[src/rtl/mem_port_arbiter.sv]
// Two-requester arbiter for the unified RAM port: CPU (requester 0) and loader/debug (requester 1).
// Runs the MFA/MOC handshake, checks alignment, enforces a MOC timeout and returns data with a done pulse.
module mem_port_arbiter #(
  parameter int ADDR_WIDTH = 9,
  parameter int DATA_WIDTH = 32,
  parameter int TIMEOUT    = 15
) (
  input  logic                  main_clk,
  input  logic                  reset,
  input  logic                  cpu_req,
  input  logic                  cpu_rw,
  input  logic [1:0]            cpu_size,
  input  logic [ADDR_WIDTH-1:0] cpu_addr,
  input  logic [DATA_WIDTH-1:0] cpu_wdata,
  output logic [DATA_WIDTH-1:0] cpu_rdata,
  output logic                  cpu_done,
  output logic                  cpu_err,
  input  logic                  ldr_req,
  input  logic                  ldr_rw,
  input  logic [1:0]            ldr_size,
  input  logic [ADDR_WIDTH-1:0] ldr_addr,
  input  logic [DATA_WIDTH-1:0] ldr_wdata,
  output logic [DATA_WIDTH-1:0] ldr_rdata,
  output logic                  ldr_done,
  output logic                  ldr_err,
  output logic                  ram_mfa,
  output logic                  ram_rw,
  output logic [1:0]            ram_size,
  output logic [ADDR_WIDTH-1:0] ram_addr,
  output logic [DATA_WIDTH-1:0] ram_wdata,
  input  logic [DATA_WIDTH-1:0] ram_rdata,
  input  logic                  ram_moc,
  output logic [1:0]            grant,
  output logic                  busy
);

  localparam int CNT_W = $clog2(TIMEOUT + 1);

  typedef enum logic [1:0] {
    ST_IDLE     = 2'd0,
    ST_WAIT     = 2'd1,
    ST_COMPLETE = 2'd2
  } state_t;

  // Reserved size, or halfword/word not on its natural boundary.
  function automatic logic access_fault(input logic [1:0] size, input logic [1:0] low_addr);
    logic fault;
    case (size)
      2'b00:   fault = 1'b0;
      2'b01:   fault = low_addr[0];
      2'b10:   fault = (low_addr != 2'b00);
      default: fault = 1'b1;
    endcase
    return fault;
  endfunction

  state_t                state_r;
  logic                  owner_r;       // 0 = CPU, 1 = loader
  logic                  last_owner_r;
  logic [CNT_W-1:0]      cnt_r;
  logic                  ram_mfa_r;
  logic                  ram_rw_r;
  logic [1:0]            ram_size_r;
  logic [ADDR_WIDTH-1:0] ram_addr_r;
  logic [DATA_WIDTH-1:0] ram_wdata_r;
  logic [1:0]            grant_r;
  logic                  busy_r;
  logic [DATA_WIDTH-1:0] cpu_rdata_r;
  logic                  cpu_done_r;
  logic                  cpu_err_r;
  logic [DATA_WIDTH-1:0] ldr_rdata_r;
  logic                  ldr_done_r;
  logic                  ldr_err_r;

  logic                  pick_valid_s;
  logic                  pick_ldr_s;
  logic                  sel_rw_s;
  logic [1:0]            sel_size_s;
  logic [ADDR_WIDTH-1:0] sel_addr_s;
  logic [DATA_WIDTH-1:0] sel_wdata_s;
  logic                  sel_fault_s;

  // Round-robin pick between pending requesters and mux of the winner's command.
  always_comb begin
    pick_valid_s = cpu_req | ldr_req;
    if (cpu_req && ldr_req) begin
      pick_ldr_s = ~last_owner_r;
    end else if (ldr_req) begin
      pick_ldr_s = 1'b1;
    end else begin
      pick_ldr_s = 1'b0;
    end
    if (pick_ldr_s) begin
      sel_rw_s    = ldr_rw;
      sel_size_s  = ldr_size;
      sel_addr_s  = ldr_addr;
      sel_wdata_s = ldr_wdata;
    end else begin
      sel_rw_s    = cpu_rw;
      sel_size_s  = cpu_size;
      sel_addr_s  = cpu_addr;
      sel_wdata_s = cpu_wdata;
    end
    sel_fault_s = access_fault(sel_size_s, sel_addr_s[1:0]);
  end

  // Access sequencer: grant, RAM handshake with timeout, one-cycle completion.
  always_ff @(posedge main_clk) begin
    if (!reset) begin
      state_r      <= ST_IDLE;
      owner_r      <= 1'b0;
      last_owner_r <= 1'b1;
      cnt_r        <= {CNT_W{1'b0}};
      ram_mfa_r    <= 1'b0;
      ram_rw_r     <= 1'b1;
      ram_size_r   <= 2'b00;
      ram_addr_r   <= {ADDR_WIDTH{1'b0}};
      ram_wdata_r  <= {DATA_WIDTH{1'b0}};
      grant_r      <= 2'b00;
      busy_r       <= 1'b0;
      cpu_rdata_r  <= {DATA_WIDTH{1'b0}};
      cpu_done_r   <= 1'b0;
      cpu_err_r    <= 1'b0;
      ldr_rdata_r  <= {DATA_WIDTH{1'b0}};
      ldr_done_r   <= 1'b0;
      ldr_err_r    <= 1'b0;
    end else begin
      case (state_r)
        ST_IDLE: begin
          if (pick_valid_s) begin
            owner_r     <= pick_ldr_s;
            ram_rw_r    <= sel_rw_s;
            ram_size_r  <= sel_size_s;
            ram_addr_r  <= sel_addr_s;
            ram_wdata_r <= sel_wdata_s;
            grant_r     <= pick_ldr_s ? 2'b10 : 2'b01;
            busy_r      <= 1'b1;
            if (sel_fault_s) begin
              // Rejected before any bus cycle: done/err go out immediately.
              state_r <= ST_COMPLETE;
              if (pick_ldr_s) begin
                ldr_done_r  <= 1'b1;
                ldr_err_r   <= 1'b1;
                ldr_rdata_r <= {DATA_WIDTH{1'b0}};
              end else begin
                cpu_done_r  <= 1'b1;
                cpu_err_r   <= 1'b1;
                cpu_rdata_r <= {DATA_WIDTH{1'b0}};
              end
            end else begin
              state_r   <= ST_WAIT;
              ram_mfa_r <= 1'b1;
              cnt_r     <= {CNT_W{1'b0}};
            end
          end else begin
            state_r <= ST_IDLE;
          end
        end
        ST_WAIT: begin
          if (ram_moc) begin
            ram_mfa_r <= 1'b0;
            state_r   <= ST_COMPLETE;
            if (owner_r) begin
              ldr_done_r <= 1'b1;
              ldr_err_r  <= 1'b0;
              if (ram_rw_r) begin
                ldr_rdata_r <= ram_rdata;
              end else begin
                ldr_rdata_r <= ldr_rdata_r;
              end
            end else begin
              cpu_done_r <= 1'b1;
              cpu_err_r  <= 1'b0;
              if (ram_rw_r) begin
                cpu_rdata_r <= ram_rdata;
              end else begin
                cpu_rdata_r <= cpu_rdata_r;
              end
            end
          end else if (cnt_r == CNT_W'(TIMEOUT - 1)) begin
            ram_mfa_r <= 1'b0;
            state_r   <= ST_COMPLETE;
            if (owner_r) begin
              ldr_done_r  <= 1'b1;
              ldr_err_r   <= 1'b1;
              ldr_rdata_r <= {DATA_WIDTH{1'b0}};
            end else begin
              cpu_done_r  <= 1'b1;
              cpu_err_r   <= 1'b1;
              cpu_rdata_r <= {DATA_WIDTH{1'b0}};
            end
          end else begin
            cnt_r <= cnt_r + CNT_W'(1);
          end
        end
        ST_COMPLETE: begin
          cpu_done_r   <= 1'b0;
          cpu_err_r    <= 1'b0;
          ldr_done_r   <= 1'b0;
          ldr_err_r    <= 1'b0;
          last_owner_r <= owner_r;
          grant_r      <= 2'b00;
          busy_r       <= 1'b0;
          state_r      <= ST_IDLE;
        end
        default: begin
          state_r   <= ST_IDLE;
          ram_mfa_r <= 1'b0;
          grant_r   <= 2'b00;
          busy_r    <= 1'b0;
        end
      endcase
    end
  end

  assign ram_mfa   = ram_mfa_r;
  assign ram_rw    = ram_rw_r;
  assign ram_size  = ram_size_r;
  assign ram_addr  = ram_addr_r;
  assign ram_wdata = ram_wdata_r;
  assign grant     = grant_r;
  assign busy      = busy_r;
  assign cpu_rdata = cpu_rdata_r;
  assign cpu_done  = cpu_done_r;
  assign cpu_err   = cpu_err_r;
  assign ldr_rdata = ldr_rdata_r;
  assign ldr_done  = ldr_done_r;
  assign ldr_err   = ldr_err_r;

endmodule

[config.mk]
export PLATFORM = sky130hd
export DESIGN_NAME = mem_port_arbiter
export DESIGN_NICKNAME = d
export VERILOG_FILES = /design/src/rtl/mem_port_arbiter.sv
export SDC_FILE = /design/constraint.sdc
export NUM_CORES = 1
export LEC_CHECK = 0
export CAP_MARGIN = 5
export CORE_UTILIZATION = 45
export CTS_CLUSTER_SIZE = 28
export DETAILED_ROUTE_END_ITERATION = 8
export DONT_BUFFER_PORTS = 1
export HOLD_SLACK_MARGIN = 0.05
export MAX_ROUTING_LAYER = met4
export PLACE_DENSITY = 0.68
export SYNTH_ARGS = -nofsm -noshare
export SYNTH_HDL_FRONTEND = slang
export SYNTH_SLANG_ARGS = --single-unit
export TNS_END_PERCENT = 5
[constraint.sdc]
create_clock -name main_clk -period 2.45 [get_ports main_clk]
set_clock_uncertainty 0.15 [all_clocks]
set_input_delay 0.3675 -clock main_clk [delete_from_list [all_inputs] [get_ports main_clk]]
set_output_delay 0.3675 -clock main_clk [all_outputs]
set_load 0.05 [all_outputs]
==> results of run 1 <==
## layout by cell type (no fill, tap or decap), types with 5 or more instances in the layout
cell,instances
sky130_fd_sc_hd__nand2_1,114
sky130_fd_sc_hd__clkbuf_16,17
sky130_fd_sc_hd__inv_1,6
sky130_fd_sc_hd__dlygate4sd3_1,84
sky130_fd_sc_hd__nand3_1,6
sky130_fd_sc_hd__a211oi_1,45
sky130_fd_sc_hd__nor2_1,52
sky130_fd_sc_hd__a21oi_1,7
sky130_fd_sc_hd__dfxtp_1,124
sky130_fd_sc_hd__ha_1,5
sky130_fd_sc_hd__buf_4,9
sky130_fd_sc_hd__mux2i_1,112
sky130_fd_sc_hd__nor3_1,5
## layer usage
metal  wire length [microns]  vias up  track usage
met5                       0        -            -
met4                     173        0       0.0809
met3                    1070       14       0.0847
met2                    7150      179        0.395
met1                    5550     2008        0.249
li1                        -     2101            -
## worst max-delay path, cell delays in order, from the launching register on
cell	delay, ns
sky130_fd_sc_hd__dfxtp_1	0.32
sky130_fd_sc_hd__inv_1	0.10
sky130_fd_sc_hd__ha_1	0.37
sky130_fd_sc_hd__buf_4	0.22
sky130_fd_sc_hd__inv_1	0.16
sky130_fd_sc_hd__nor2_4	0.18
sky130_fd_sc_hd__buf_12	0.30
sky130_fd_sc_hd__nor2_1	0.11
sky130_fd_sc_hd__a211oi_1	0.25
## path summary, 6_finish.rpt
check / end / start
setup / recovery: ram_wdata[25]$_SDFFE_PN0P_ / state_r[1]$_SDFFE_PN0P_
hold / removal: ram_wdata[9]$_SDFFE_PN0P_ / ldr_wdata[9]
setup reg to reg: ram_wdata[25]$_SDFFE_PN0P_ / state_r[1]$_SDFFE_PN0P_
hold reg to reg: state_r[0]$_SDFFE_PN0P_ / state_r[0]$_SDFFE_PN0P_
## cell type report
class                   instances  area [sq um]
repair buffers                 97           987
clock inverters                15           185
clock buffers                  17           425
well taps                     143           179
fillers                       913          4600
inverters                       7          26.3
flip-flops and latches        124          2480
multi-input cells             387          2580
## repair_timing
action / CTS / global route
setup endpoints to repair: 0 / 43
resized for setup: 0 / 2
hold buffers: 85 / 0
hold endpoints to repair: 101 / 0
## cell families after synthesis
logic type | after synthesis
muxes | 112
adders and majority gates | 5
AOI/OAI and AO/OA | 79
and+or+nand+nor | 191
buffers and inverters | 47
DFF | 124
## per-stage QoR
stage                     hold slack [ns]  std cells  setup slack [ns]
after floorplan                     0.299        558             0.524
after global placement              0.291        673             0.192
after detailed placement            0.292        673             0.133
after CTS                          0.0505        790             0.111
after global routing               0.0538        790           -0.0213
final                              0.0681        790             0.158
## power groups by stage
stage	logic, mW	clock network [mW]	registers, mW
floorplan	0.735	0	2.79
global placement	0.784	0	2.83
detailed placement	0.808	0	2.83
CTS	0.957	2.62	2.78
global route	1.05	2.71	2.80
finish	0.970	2.55	2.78
## flip-flops by register name (all words and copies together) (netlist names)
name,count
grant,2
cpu_done,1
owner_r,1
state_r,2
cnt_r,4
cpu_rdata,32
ldr_rdata,32
ram_addr,9
ram_mfa,1
cpu_err,1
busy,1
ram_rw,1
ram_wdata,32
ram_size,2
last_owner_r,1
ldr_err,1
ldr_done,1
==> results.md, run 1 <==
- Run status: finished clean
- Count of standard-cell rows: 39
- Switching power of the nets: 2.06 mW
- Sum of overflow across all layers after global routing: 0
- Netlist Area Pre-Place: 5340 sq um
- Library cells used by synthesis: 44
- Design area: 6870 sq um
- Clock slew seen by the registers of the worst setup and hold paths: 0.06 ns
- Sequential fraction of the synthesis area: 0.465
- RePlAce Congestion: 0.820
- Number of clock buffers inserted by TritonCTS: 17
- Starting density of the core: 0.465
- Biggest fanout along the worst timing path: 87
- Endpoints failing setup: 0
- Dominant cell type by area after synthesis: sky130_fd_sc_hd__dfxtp_1
- Relative contribution of combinational cells to total power: 0.154
- Die span in y: 111 microns
- Worst skew pair latency: 0.40 ns
- Longest Clk Path Bufs: 2
- Transition at the pin with the smallest max-transition slack: 0.586 ns
- Post-layout total power: 6.31 mW
- Number of flops mapped to enable cells by yosys: 0
- Areal power density over the cells: 919 nW/um^2
- Multiplexer area fraction after synthesis: 0.210
- Final worst-path cycle share: 0.936
- Post-CTS Repair Setup Buffers: 0
- Prevailing post-synth register cell: sky130_fd_sc_hd__dfxtp_1
- Ports placed on the boundary: 241
- Layout Area Growth over Synthesis: 28.7%
- Combinational family with the most area after synthesis: multiplexers
- Critical Path Source Type: register
- Leading cell types by total area after synthesis: sky130_fd_sc_hd__dfxtp_1 47%, sky130_fd_sc_hd__mux2i_1 21%, sky130_fd_sc_hd__nand2_1 8.0%
- Utilization after layout: 0.599
- Most common cell in the synthesized netlist: sky130_fd_sc_hd__dfxtp_1
- Ratio of cells with drive above 1 in the final layout: 0.0866
- Worst hold-check path type: in2reg
- First-pass iteration count of the detailed router: 5
- Synth Net Count: 688
- Number of nets in the layout: 764
- DRT iter0 DRCs: 223
- Top post-synthesis cells by count: 124 x sky130_fd_sc_hd__dfxtp_1, 114 x sky130_fd_sc_hd__nand2_1, 112 x sky130_fd_sc_hd__mux2i_1, 54 x sky130_fd_sc_hd__nor2_1, 45 x sky130_fd_sc_hd__a211oi_1
- Placement Cell Area: 5380 sq um
- Antenna violations before repair: 0
- Final Hold Violating Endpoints: 0
- Clock tree from TritonCTS: yes
- Vias in the first global route: 4417
- Floorplan die width: 111 microns
- Max-Slew Margin vs Limit: 0.609
- Buffer cell driving the clock tree root: sky130_fd_sc_hd__clkbuf_16
- Yosys warns: 0
- Antenna diode instance count: 0
- Synth Area in Simple Gates: 0.146
- Estimated wirelength of the detail-placed design: 8720 microns
- Worst supply voltage drop on vdd: 0.610 mV
- Critical Setup Path Class: reg2reg
- Post-Route WL: 13900 microns
- Count of port buffers added during placement: 0
- Synthesized-area fraction occupied by ao, oa, aoi and oai cells: 0.111
- Mean instance size in the synthesized netlist: 9.56 sq um
- Placeable Area: 11500 sq um
- Arrival time reported for the critical path endpoint: 2.45 ns
- Time the final worst path needs with I/O delays and setup: 2.29 ns
- DR vias: 4302
- Share of synthesized cell area in full adder, half adder and majority cells: 0.0117
- Maximum clock rate: 0.436 GHz
- Type of destination of the critical path: register
- Number of clock sinks: 124
- Sw Ratio: 0.327
- XOR/XNOR share of the synthesized area: 0
- CTS H-tree depth: 4
- Maximum number of pins on one net before global-route repair: 88
- Clock network fraction of design power: 0.405
- Combined global-route utilization of all metal layers: 0.232
- Share of async-settable or async-resettable flops after synthesis: 0
- Int Pwr: 4.25 mW
- Worst Reg2Reg Path Length in Cells: 8
- Max-slew violation total from the final report: 0
- Worst EP required: 2.61 ns
- Average detailed-routed wire length per instance: 17.6 microns
- Global-route wire length before repair: 22100 microns
- Flop-to-flop setup slack: 0.16 ns
- DRC viols: 0
- Post-synthesis cell count: 558
- Worst hold path stage count: 2
- Number of maximum-capacitance constraint violations: 0
- Leakage power figure: 2.71 nW
- Area share of the largest cell type after synthesis: 0.465
- Full die area: 12300 sq um
- Register share of total power: 0.441
- Setup tns final: 0 ns
- Flip-flop and latch count after synthesis: 124
- Post-DRT Antenna Nets: 0
- Unrepaired setup endpoints after global routing: yes
- Routed via count divided by cell count: 5.45
Note: power is estimated with default switching activity, not from simulation.
==> inputs of run 2 (changes only) <==
Settings changed: ABC_AREA set to 1.
==> run 2 against run 1 <==
- area after synthesis up 11%
- cell area up 12%
- cell count increased by 47%
- critical endpoint is now ram_wdata[19]$_SDFFE_PN0P_
- largest power group unchanged
==> results.md, run 2 <==
- Time the final worst path needs with I/O delays and setup: 2.41 ns
- Worst EP required: 2.66 ns
- Area share of the largest cell type after synthesis: 0.421
- Post-DRT Antenna Nets: 0
- Leakage power figure: 3.74 nW
- Placeable Area: 12700 sq um
- Share of async-settable or async-resettable flops after synthesis: 0
- Prevailing post-synth register cell: sky130_fd_sc_hd__dfxtp_1
- Final Hold Violating Endpoints: 0
- Cell class contributing the biggest share of worst-path delay: buffers and inverters
- Antenna violations before repair: 0
- Max-Slew Margin vs Limit: 0.517
- CTS H-tree depth: 4
- Leading cell types by total area after synthesis: sky130_fd_sc_hd__dfxtp_1 42%, sky130_fd_sc_hd__nand2_1 18%, sky130_fd_sc_hd__inv_1 8.7%
- Synth Area in Simple Gates: 0.331
- Worst hold-check path type: in2reg
- Synth Net Count: 1035
- DRT iter0 DRCs: 450
- Count of port buffers added during placement: 0
- Post-layout total power: 8.24 mW
- Number of nets in the layout: 1108
- Number of maximum-capacitance constraint violations: 0
- Arrival time reported for the critical path endpoint: 2.62 ns
- Critical Path Source Type: register
- Number of clock sinks: 124
- Sum of overflow across all layers after global routing: 0
- Combined global-route utilization of all metal layers: 0.258
- Run status: finished clean
- DR vias: 5911
- First-pass iteration count of the detailed router: 5
- Synthesized-area fraction occupied by ao, oa, aoi and oai cells: 0.0988
- Most Frequent Cell on Critical Path: sky130_fd_sc_hd__inv_1
- Flip-flop and latch count after synthesis: 124
- Buffer cell driving the clock tree root: sky130_fd_sc_hd__clkbuf_16
- Vias in the first global route: 5212
- Most common cell in the synthesized netlist: sky130_fd_sc_hd__nand2_1
- Post-synthesis cell count: 905
- Most frequent cells in the layout: 281 x sky130_fd_sc_hd__nand2_1, 137 x sky130_fd_sc_hd__inv_1, 124 x sky130_fd_sc_hd__dfxtp_1
- Type of destination of the critical path: register
- Clock tree from TritonCTS: yes
- Number of buffer and inverter instances along the worst setup path: 6
- Maximum number of pins on one net before global-route repair: 115
- Netlist Area Pre-Place: 5900 sq um
- Number of clock buffers inserted by TritonCTS: 17
- Count of standard-cell rows: 41
- Average detailed-routed wire length per instance: 15.4 microns
- Multiplexer area fraction after synthesis: 0
- RePlAce Congestion: 0.805
- Layout Area Growth over Synthesis: 29.7%
- Crit path max-delay cell type: sky130_fd_sc_hd__dlygate4sd3_1
- Number of stages on the worst setup path: 10
- Floorplan die width: 117 microns
- Share of synthesized cell area in full adder, half adder and majority cells: 0.0106
- DRC viols: 0
- Sequential fraction of the synthesis area: 0.421
- Estimated wirelength of the detail-placed design: 10400 microns
- Maximum clock rate: 0.414 GHz
- Clock slew seen by the registers of the worst setup and hold paths: 0.06 ns
- Finished Layout Cells: 1163
- Number of flops mapped to enable cells by yosys: 0
- Post-Place Cells: 1034
- Unrepaired setup endpoints after global routing: yes
- Leading cell type in the layout, fill and taps excluded: sky130_fd_sc_hd__nand2_1
- Antenna diode instance count: 0
- Ratio of cells with drive above 1 in the final layout: 0.0716
- CP max stage delay: 0.56 ns
- Transition at the pin with the smallest max-transition slack: 0.724 ns
- Cell-by-cell trace of the critical path: inv_1, ha_2, buf_4, inv_1, nor2_4, buf_12, clkbuf_16, o21ai_0, a31oi_1, dlygate4sd3_1
- XOR/XNOR share of the synthesized area: 0.00148
- Worst-case hold slack: 0.0665 ns
- Dominant cell type by area after synthesis: sky130_fd_sc_hd__dfxtp_1
- Number of inserted filler cells in the final layout: 1155
- Starting density of the core: 0.464
- Critical Setup Path Class: reg2reg
- Full die area: 13600 sq um
- Ports placed on the boundary: 241
- Post-Route WL: 17900 microns
- Combinational family with the most area after synthesis: simple AND/OR/NAND/NOR gates
- Biggest fanout along the worst timing path: 11
- Final worst-path cycle share: 0.985
- Mean instance size in the synthesized netlist: 6.52 sq um
- Longest Clk Path Bufs: 2
- Library cells used by synthesis: 27
- Max-slew violation total from the final report: 0
- Yosys warns: 0
- Worst hold path stage count: 4
- Worst skew pair latency: 0.41 ns
- Global-route wire length before repair: 25900 microns
- Worst supply voltage drop on vdd: 0.493 mV
- Setup tns final: 0 ns
- Die span in y: 117 microns
- Areal power density over the cells: 1080 nW/um^2
- Endpoints failing setup: 0
- Worst Reg2Reg Path Length in Cells: 10
- Top post-synthesis cells by count: 281 x sky130_fd_sc_hd__nand2_1, 137 x sky130_fd_sc_hd__inv_1, 124 x sky130_fd_sc_hd__dfxtp_1, 112 x sky130_fd_sc_hd__nor2_1
- Routed via count divided by cell count: 5.08
## run 2: cells by family after synthesis
family / after synthesis
adders and majority gates: 5
and+or+nand+nor: 468
xor gates and xnor gates: 1
DFF: 124
AOI/OAI and AO/OA: 105
buffers and inverters: 202
## run 2: power by group
group / switching, mW / internal [mW] / total, mW / leakage (nW)
logic: 1.08 / 0.769 / 1.85 / 2.44
clock network: 0.905 / 1.57 / 2.48 / 0.282
registers: 1.52 / 2.39 / 3.91 / 1.02
total: 3.50 / 4.73 / 8.24 / 3.74
## run 2: cell type report
class	count	area (sq um)	area share
Tap cell	172	215	0.0281
Timing Repair Buffer	113	1220	0.159
Clock buffer	22	474	0.0619
Inverter	143	537	0.0701
Multi-Input combinational cell	579	2620	0.342
Sequential cell	124	2480	0.324
Clock inverter	10	115	0.0150
## run 2: worst reg2reg max path, delay by kind of cell, from the launching register on
kind / cells / cell delay, ns
AO/OA/AOI/OAI: 2 / 0.27
adder cells (fa/ha/maj): 1 / 0.24
buffers and inverters: 6 / 1.23
flip-flops: 1 / 0.31
AND/OR/NAND/NOR: 1 / 0.15
## run 2: metrics by stage
step,setup WS [ns],instance area [sq um],utilization
3_3_place_gp,0.213,6020,0.473
2_1_floorplan,0.546,5900,-
6_report,0.0357,7660,0.602
3_5_place_dp,0.199,6020,0.473
5_1_grt,-0.0526,7660,0.602
4_1_cts,0.0144,7540,0.593
## run 2: worst paths after layout
path	startpoint	endpoint	slack [ns]
max reg2reg	state_r[1]$_SDFFE_PN0P_	ram_wdata[19]$_SDFFE_PN0P_	0.04
min reg2reg	last_owner_r$_SDFFE_PN1N_	last_owner_r$_SDFFE_PN1N_	0.34
max	state_r[1]$_SDFFE_PN0P_	ram_wdata[19]$_SDFFE_PN0P_	0.04
min	ram_rdata[9]	cpu_rdata[9]$_SDFFE_PN0P_	0.07
## run 2: per-layer routing
metal  vias up  GRT usage  part of all wire
met1      2586      0.279              0.38
met4         0      0.139             0.043
met5         -          -                 0
li1       2949          -                 -
met2       322      0.412              0.47
met3        54     0.0950              0.10
## run 2: what timing repair did
item                                    in CTS  in global routing
buffers inserted                             0                  1
hold endpoints to repair                   116                  0
endpoints found under the setup margin       0                 44
gates resized for setup                      0                  1
hold buffers                                91                  0
==> inputs of run 3 (changes only) <==
--- a/config.mk
+++ b/config.mk
@@ -16,2 +16,3 @@
 export PLACE_DENSITY = 0.68
+export SLEW_MARGIN = 0
 export SYNTH_ARGS = -nofsm -noshare
==> constraint.sdc (replaced) <==
create_clock -name main_clk -period 2.45 [get_ports main_clk]
set_clock_uncertainty 0.15 [all_clocks]
set_input_delay 0.245 -clock main_clk [delete_from_list [all_inputs] [get_ports main_clk]]
set_output_delay 0.245 -clock main_clk [all_outputs]
set_load 0.05 [all_outputs]
==> run 3 against run 2 <==
- via count increased by 3.6%
- wire length increased by 4.0%
- sequential cell count did not move
- first-iteration DRC count shrank 4.2%
- critical path depth fell by 2
- largest cell class unchanged
- largest power group unchanged
==> results.md, run 3 (same netlist as run 2, synthesis figures left out) <==
- Maximum clock rate: 0.436 GHz
- Number of inserted filler cells in the final layout: 1086
- Transition at the pin with the smallest max-transition slack: 0.712 ns
- First-pass iteration count of the detailed router: 5
- Buffer cell driving the clock tree root: sky130_fd_sc_hd__clkbuf_16
- Met1 routed wirelength after detailed routing: 7230 microns
- Antenna diode instance count: 0
- DRC viols: 0
- Worst EP required: 2.66 ns
- Leading cell type in the layout, fill and taps excluded: sky130_fd_sc_hd__nand2_1
- Count of port buffers added during placement: 0
- Leakage power figure: 3.88 nW
- Areal power density over the cells: 1070 nW/um^2
- Post-Route WL: 18700 microns
- Total area of multi-input combinational cells: 2630 sq um
- Starting density of the core: 0.464
- Biggest fanout along the worst timing path: 23
- Maximum number of pins on one net before global-route repair: 116
- DR vias: 6125
- Critical Path Source Type: register
- Sequential cell area: 2480 sq um
- Critical Setup Path Class: reg2reg
- Final setup margin: 0.158 ns
- Global-route wire length before repair: 27500 microns
- Post-DRT Antenna Nets: 0
- CTS H-tree depth: 4
- Final worst-path cycle share: 0.936
- Number of nets in the layout: 1136
- Max-Slew Margin vs Limit: 0.525
- Number of maximum-capacitance constraint violations: 0
- Worst hold-check path type: in2reg
- Finished Layout Cells: 1191
- Placeable Area: 12700 sq um
- Flop-to-flop setup slack: 0.16 ns
- Utilization after layout: 0.627
- Type of destination of the critical path: register
- Setup tns final: 0 ns
- Time the final worst path needs with I/O delays and setup: 2.29 ns
- Routed via count divided by cell count: 5.14
- Arrival time reported for the critical path endpoint: 2.50 ns
- Design area: 7980 sq um
- Worst hold path stage count: 2
- Top layer in use: met4
- Post-Place Cells: 1035
- Ports placed on the boundary: 241
- Number of clock buffers inserted by TritonCTS: 17
- Die span in y: 117 microns
- Clock slew seen by the registers of the worst setup and hold paths: 0.06 ns
- Endpoints failing setup: 0
- Worst skew pair latency: 0.41 ns
- Sum of overflow across all layers after global routing: 0
- Startpoint of the worst hold path: reset
- RePlAce Congestion: 0.795
- Estimated wirelength of the detail-placed design: 10300 microns
- Post-Place Worst Slack: 0.172 ns
- End of the worst register-to-register path: ram_wdata[11]$_SDFFE_PN0P_
- Worst supply voltage drop on vdd: 0.547 mV
- Worst Reg2Reg Path Length in Cells: 8
- Vias in the first global route: 5695
- DRT iter0 DRCs: 431
- Final Hold Violating Endpoints: 0
- Max-slew violation total from the final report: 0
- Longest Clk Path Bufs: 2
- Worst-case hold slack: 0.0492 ns
- Worst Hold End: last_owner_r$_SDFFE_PN1N_
- Unrepaired setup endpoints after global routing: no
- Number of clock sinks: 124
- Ratio of cells with drive above 1 in the final layout: 0.0687
- Full die area: 13600 sq um
- Met3 WL post-DR: 1470 microns
- Average detailed-routed wire length per instance: 15.7 microns
- Combined global-route utilization of all metal layers: 0.272
- Post-layout total power: 8.52 mW
- Floorplan die width: 117 microns
- Most frequent cells in the layout: 280 x sky130_fd_sc_hd__nand2_1, 137 x sky130_fd_sc_hd__inv_1, 124 x sky130_fd_sc_hd__dfxtp_1
- Count of standard-cell rows: 41
- Placement Cell Area: 6030 sq um
- Run status: finished clean
- Reg2reg start: state_r[0]$_SDFFE_PN0P_
- Antenna violations before repair: 0
- Clock tree from TritonCTS: yes
- Met2 routed WL: 9120 microns
- Layout Area Growth over Synthesis: 35.1%
## run 3: area by class of cell
cell class	count	share of cell area
Multi-Input combinational cell	579	0.330
Sequential cell	124	0.311
Timing Repair Buffer	141	0.184
Inverter	143	0.0673
Clock buffer	22	0.0595
Tap cell	172	0.0270
Clock inverter	10	0.0204
## run 3: critical path, stage by stage, from the launching register on
cell and delay, ns:
sky130_fd_sc_hd__dfxtp_1 0.33, sky130_fd_sc_hd__inv_1 0.13, sky130_fd_sc_hd__ha_4 0.19, sky130_fd_sc_hd__inv_1 0.08
sky130_fd_sc_hd__nor2_4 0.24, sky130_fd_sc_hd__buf_12 0.20, sky130_fd_sc_hd__o21ai_0 0.11, sky130_fd_sc_hd__a31oi_1 0.19
sky130_fd_sc_hd__dlygate4sd3_1 0.60
## run 3: repair_timing
item                                    CTS  global route
endpoints found under the setup margin    0           102
endpoints found under the hold margin   124             0
setup buffers                             0             0
resized for setup                         0             5
hold buffers                            122             0
## run 3: worst max-delay path by stage
stage                               from                          to  slack [ns]  depth (start not counted)
2_1_floorplan    state_r[0]$_SDFFE_PN0P_   cpu_rdata[0]$_SDFFE_PN0P_        0.55                         12
3_3_place_gp   last_owner_r$_SDFFE_PN1N_  cpu_rdata[23]$_SDFFE_PN0P_        0.22                         12
3_5_place_dp     state_r[1]$_SDFFE_PN0P_  cpu_rdata[26]$_SDFFE_PN0P_        0.17                          9
4_1_cts        last_owner_r$_SDFFE_PN1N_  ram_wdata[18]$_SDFFE_PN0P_        0.08                          7
5_1_grt          state_r[1]$_SDFFE_PN0P_   ldr_rdata[7]$_SDFFE_PN0P_        0.04                          9
6_report         state_r[0]$_SDFFE_PN0P_  ram_wdata[11]$_SDFFE_PN0P_        0.16                          8
## run 3: power breakdown
part           switching (mW)  leakage (nW)  internal [mW]
sequential               1.48          1.02           2.39
combinational            1.14          2.55          0.799
clock                   0.923         0.306           1.78
total                    3.54          3.88           4.97
## run 3: routing by layer
metal,up-vias,GRT usage
li1,3006,-
met4,0,0.149
met3,61,0.0893
met2,299,0.449
met5,-,-
met1,2759,0.289
